--- src/rtl/cnt_event_logger.sv ---
// Counter change logger: classifies changes of a sampled count and queues
// {kind, count, timestamp} entries in a small FIFO with drop accounting.
module cnt_event_logger #(
    parameter int CNT_W = 6,
    parameter int TS_W  = 16,
    parameter int DEPTH = 4
) (
    input  logic                     clk,
    input  logic                     rst,
    input  logic                     in_valid,
    input  logic [CNT_W-1:0]         in_cnt,
    output logic                     out_valid,
    input  logic                     out_ready,
    output logic [1:0]               out_kind,
    output logic [CNT_W-1:0]         out_cnt,
    output logic [TS_W-1:0]          out_ts,
    output logic [$clog2(DEPTH):0]   level,
    output logic [7:0]               drop_cnt
);

    localparam int AW = $clog2(DEPTH);
    localparam int LW = AW + 1;
    localparam int EW = 2 + CNT_W + TS_W;

    typedef enum logic [1:0] {
        K_FIRST = 2'b00,
        K_INC   = 2'b01,
        K_WRAP  = 2'b10,
        K_JUMP  = 2'b11
    } kind_t;

    logic [TS_W-1:0]  ts;
    logic [CNT_W-1:0] prev;
    logic             prev_vld;
    kind_t            kind;
    logic             evt;
    logic             full;
    logic             pop;
    logic             push;
    logic             drop;
    logic [EW-1:0]    mem [DEPTH];
    logic [AW-1:0]    wr_ptr;
    logic [AW-1:0]    rd_ptr;

    always_comb begin
        kind = K_JUMP;
        if (!prev_vld)
            kind = K_FIRST;
        else if (prev == '1 && in_cnt == '0)
            kind = K_WRAP;
        else if (in_cnt == prev + CNT_W'(1))
            kind = K_INC;
    end

    assign evt       = in_valid && (!prev_vld || in_cnt != prev);
    assign full      = (level == LW'(DEPTH));
    assign out_valid = (level != '0);
    assign pop       = out_valid && out_ready;
    // A full FIFO still accepts a push when the head leaves in the same cycle.
    assign push      = evt && (!full || pop);
    assign drop      = evt && full && !pop;

    assign {out_kind, out_cnt, out_ts} = mem[rd_ptr];

    always_ff @(posedge clk) begin
        if (rst) begin
            ts       <= '0;
            prev     <= '0;
            prev_vld <= 1'b0;
            wr_ptr   <= '0;
            rd_ptr   <= '0;
            level    <= '0;
            drop_cnt <= '0;
        end else begin
            ts <= ts + TS_W'(1);
            if (in_valid) begin
                prev     <= in_cnt;
                prev_vld <= 1'b1;
            end
            if (push)
                wr_ptr <= wr_ptr + AW'(1);
            if (pop)
                rd_ptr <= rd_ptr + AW'(1);
            case ({push, pop})
                2'b10:   level <= level + LW'(1);
                2'b01:   level <= level - LW'(1);
                default: level <= level;
            endcase
            if (drop && drop_cnt != '1)
                drop_cnt <= drop_cnt + 8'd1;
        end
    end

    always_ff @(posedge clk) begin
        if (!rst && push)
            mem[wr_ptr] <= {kind, in_cnt, ts};
    end

endmodule

--- config.mk ---
export PLATFORM = sky130hd
export DESIGN_NAME = cnt_event_logger
export DESIGN_NICKNAME = d
export VERILOG_FILES = /design/src/rtl/cnt_event_logger.sv
export SDC_FILE = /design/constraint.sdc
export NUM_CORES = 1
export LEC_CHECK = 0
export CAP_MARGIN = 20
export CORE_AREA = 5 5 106 108
export DETAILED_ROUTE_END_ITERATION = 8
export DIE_AREA = 0 0 111 113
export DONT_BUFFER_PORTS = 1
export PLACE_DENSITY = 0.79
export SYNTH_ARGS = -nofsm -noshare
export SYNTH_HDL_FRONTEND = slang
export SYNTH_SLANG_ARGS = --single-unit
--- constraint.sdc ---
create_clock -name clk -period 6.4 [get_ports clk]
set_clock_uncertainty 0.2 [all_clocks]
set_input_delay 0.96 -clock clk [delete_from_list [all_inputs] [get_ports clk]]
set_output_delay 0.96 -clock clk [all_outputs]
set_load 0.01 [all_outputs]
## Word-level counts from Yosys, hierarchy flattened

Memory sizes are Yosys's and may differ from the RTL's. A register that Yosys moved wholly into a read port is not among the register bits.
Cells that the tools add are included.

| operators by class | value |
|---|---|
| add/subtract/negate cells | 7 |
| equality and inequality tests | 7 |
| muxes and demuxes | 8 |
| reductions and logical operators | 17 |

Operators with widths:

| cell | count |
|---|---|
| adder 16 x 1 -> 16 bit, second input constant | 1 |
| two-way mux 2 bit | 5 |
| adder 8 x 1 -> 8 bit, second input constant | 1 |
| logical AND 1 bit | 8 |
| != test 8 bit, second input constant | 1 |
| adder 6 x 1 -> 6 bit, second input constant | 1 |
| == test 6 bit | 1 |
| == test 6 bit, second input constant | 1 |
| logical NOT 6 bit | 1 |
| != test 6 bit | 1 |
| one-hot mux 3 bit (2 select lines) | 1 |
| adder 2 x 1 -> 2 bit, second input constant | 2 |
| logical NOT 1 bit | 4 |
| adder 3 x 1 -> 3 bit, second input constant | 1 |
| == test 3 bit, second input constant | 1 |
| nonzero test 3 bit | 1 |
| subtractor 3 x 1 -> 3 bit, second input constant | 1 |
| == test 2 x 1 -> 1 bit, second input constant | 1 |
| == test 2 bit, second input constant | 1 |
| logical OR 1 bit | 2 |
| two-way mux 1 bit | 2 |
| nonzero test 2 bit | 1 |

| word-level totals | value |
|---|---|
| flip-flop bits (word level) | 38 |
| memory bits (writable) | 96 |
| input port bits | 10 |
| output and inout bits | 36 |
| logic and storage cells | 47 |
| memories kept | 1 |

Memories:

| name | depth | bits a word | read ports | clocked after memory_dff | write ports | RTL line | RTL |
|---|---|---|---|---|---|---|---|
| mem | 4 | 24 | 1 | 1 | 1 | 41 | `logic [EW-1:0] mem [DEPTH];` |

## Logic depth before layout (Yosys ltp)

| depth | value |
|---|---|
| depth in word-level cells | 7 |
| mapped depth | 8 |
| mapped depth without buffers | 8 |

## Worst setup path after synthesis

No wires, ideal clock.

| timing | value |
|---|---|
| path type | in2reg |
| start | input in_cnt[3] |
| end | register level[2] |
| data arrival time | 2.830 ns |
| data required time | 6.079 ns |
| slack | 3.249 ns |
| cell stages on the path | 8 |
| path buffers | 0 |
| cells stage by stage | xnor2_1 > nand4_1 > o21ai_0 > nand2_1 > fa_1 > or2_2 > a2bb2oi_1 > mux2_2 |

| between the ends | value |
|---|---|
| longest elaborated chain between the ends | 6 |
| elaborated cells between the ends (all ways) | 8 |

RTL lines:

| element | RTL line | RTL |
|---|---|---|
| from (decl) | 11 | `input logic [CNT_W-1:0] in_cnt,` |
| != test 6 bit * | 55 | `assign evt = in_valid && (!prev_vld \|\| in_cnt != prev);` |
| logical OR 1 bit * | 55 |  |
| logical AND 1 bit * | 55 |  |
| logical AND 1 bit * | 60 | `assign push = evt && (!full \|\| pop);` |
| == test 2 x 1 -> 1 bit / == test 2 bit (equally long branches) | 84 | `case ({push, pop})` |
| one-hot mux 3 bit (2 select lines) / nonzero test 2 bit (equally long branches) | n/a |  |
| to (signal assigned) | 85 | `2'b10: level <= level + LW'(1);` |
| to (signal assigned) | 86 | `2'b01: level <= level - LW'(1);` |
| to (signal assigned) | 87 | `default: level <= level;` |
| to (decl) | 17 | `output logic [$clog2(DEPTH):0] level,` |

Every way passes the cells marked *; elsewhere a longest branch is shown, timed or not.
A chain may end at the register's enable or synchronous reset.

==> metrics.yaml <==
timing:
  finalSetupViolations: 0
  rsz0062_at_grt: "false"
  relSlewSlack_pct: 41.39
  finalSetupTns_ns: 0
  period_needed_ns: 3.271
  fmax_mhz: 305.7
  slew_viol_final: 0
  worstMarginPinSlew_ns: 0.8792
  fin_crit_sh_pct: 51.11
  finalHoldViolations: 0
route:
  drt_iter0_markers: 145
  avgViaCountPerCell: 5.657
  num_vias: 2857
  post_drt_wl_per_cell_um: 19.08
  wl_um: 9633
  drt_pass1_iterations: 4
  final_antenna_net_count: 0
  drc_errors: 0
layout:
  nets: 374
  layout_commonest_cell: "edfxtp_1"
  syn2layout_area_growth_pct: 12.75
  layout_common_cells: "edfxtp_1 (96), nor2_1 (41), dfxtp_1 (39)"
  antenna_cells: 0
  drive_gt1_share_pct: 17.62
yosys:
  ys_types: 38
  synth.top_cell.area_share_pct: 53.21
  synth-seq-cells: 136
  synth_area_leaders: "edfxtp_1 (53%), dfxtp_1 (15%), mux4_2 (10%), nor2_1 (2.8%), xnor2_1 (2.7%)"
  syn_avg_cell_area_um2: 15.75
  syn_area_um2: 5418
  yosysTopAreaCell: "edfxtp_1"
  syn_nets: 362
  ys_seq_area_share_pct: 67.99
  yosys_warnings: 0
  synth_cells: 344
clocking:
  cts_made_buffers: 17
  numClockSinks: 136
  clkTransAtPathRegs_ns: 0.06
  post_cts_buffers: 0
  ctsRootBufferMaster: "clkbuf_8"
  cts_resized: 0
  htreeDepth: 4
  cts_tree: "done"
  hold_buffers: 0
  clkLatencyLatePin_ns: 0.52
  max-clock-path-buffers: 2
worst_setup_path:
  crit_required_ns: 5.24
  path_buf_inv: 0
  crit_path_max_incr_delay_ns: 0.90
  cpMaxStageDelayCell: "dfxtp_2"
  cp-end-kind: "primary output"
  cpLargestDelayFamily: "flip-flops"
  arrival_ns: 2.11
  crit_type: "reg2out"
  crit_path_cell_trace: "mux4_2"
  start_kind: "flop"
  cp_max_fo: 24
grt:
  grt_pass1_vias: 2997
  grt_max_degree: 44
  track_usage_pct: 16.69
  grt_overflow: 0
  antenna_found_initial: 0
  grt_pass1_wl_um: 15970
floorplan:
  design.core.area_um2: 10140
  fp.dieArea_um2: 12540
  initial_utilization_pct: 53.44
  ioPinCount: 46
  rows: 37
  die_w_um: 111
  die_h_um: 113
place:
  place.gp.congestion: 0.7735
  portBuffers: 0
  dp_hpwl_um: 6149
run_status:
  status: "finished, final reports clean"
power:
  ir_worst_vdd_v: 0.0002313
  design_power_total_uw: 2234
  leakage_uw: 0.002032
  power_density_nw_per_um2: 365.7
run:
  max_cap_violations: 0
hold_path:
  min_path_type: "in2reg"
## report_power, final
| group | switching (uW) | leakage (uW) | internal, uW |
|---|---|---|---|
| Combinational | 147 | 0.000561 | 160 |
| Sequential | 73.7 | 0.00122 | 992 |
| Clock | 331 | 0.000255 | 530 |
## flip-flops by register name (all words and copies together), names as in the netlist, named ones only
name and cells:
prev_vld 1, wr_ptr 2, mem 96, rd_ptr 2, drop_cnt 8, level 3, ts 16, prev 6
## cell usage after synthesis
library cell  number
o211ai_1           2
nand2_1            9
or4b_4             1
mux2_2             4
or3_1              5
and3_1             3
inv_1              6
nand4_1            2
and2_1             6
nor3_1             2
xnor2_1           17
nor4bb_1           1
mux4_2            24
nor2b_1            5
edfxtp_1          96
and4b_1            1
buf_2              2
dfxtp_1           40
o2111ai_2          1
nand3_1           12
o31ai_1            2
a2bb2oi_1          1
o2111ai_1          1
a41oi_2            1
or4_1              2
xor2_1            11
a21oi_1            7
and4_1             4
ha_1               7
fa_1               1
clkbuf_1           5
buf_1              4
o31a_1             1
o21ai_0            6
mux2i_1            9
or2_2              1
nor2_1            41
buf_4              1
## logic make-up after synthesis
logic type      count (synthesis)  synth area share (%)
mux                            37                 12.47
xor+xnor                       28                 4.526
fa+ha+maj                       8                 1.986
compound gates                 22                 2.817
buf+inv                        18                 1.363
flops                         136                 67.99
simple gates                   95                 8.845
## final timing paths
path / startpoint / to / slack, ns / cells past startpoint
min reg2reg: ts[15] / mem[1][15] / 0.33 / 0
max: flop / out_cnt[2] / 3.13 / 1
max reg2reg: prev[3] / level[2] / 3.59 / 8
min: rst / prev[1] / 0.31 / 1
## through the flow
step | std cells | instance area, um^2 | setup slack, ns | utilization, % | hold slack, ns
2_1_floorplan | 344 | 5418 | 3.249 | - | 0.2645
3_3_place_gp | 473 | 5575 | 3.080 | 54.99 | 0.3047
3_5_place_dp | 473 | 5575 | 3.050 | 54.99 | 0.3253
4_1_cts | 505 | 6108 | 3.015 | 60.25 | 0.2789
5_1_grt | 505 | 6108 | 2.917 | 60.25 | 0.2777
6_report | 505 | 6108 | 3.129 | 60.25 | 0.3114
## layer usage
layer	share of wire (%)	vias up	track usage (%)
li1	-	1325	-
met1	39	1448	18.94
met2	53	72	28.68
met3	6.4	12	5.989
met4	1.6	0	7.143
met5	0	-	0
## layout make-up
class / instances / area [um^2]
multi-input combinational: 190 / 1660
sequential: 136 / 3685
timing repair buffer: 5 / 37.54
tap: 136 / 170.2
clock buffer: 23 / 456.7
fill: 734 / 4030
inverter: 6 / 22.52
clock inverter: 9 / 76.32
Power figures use the tool's default switching activity.
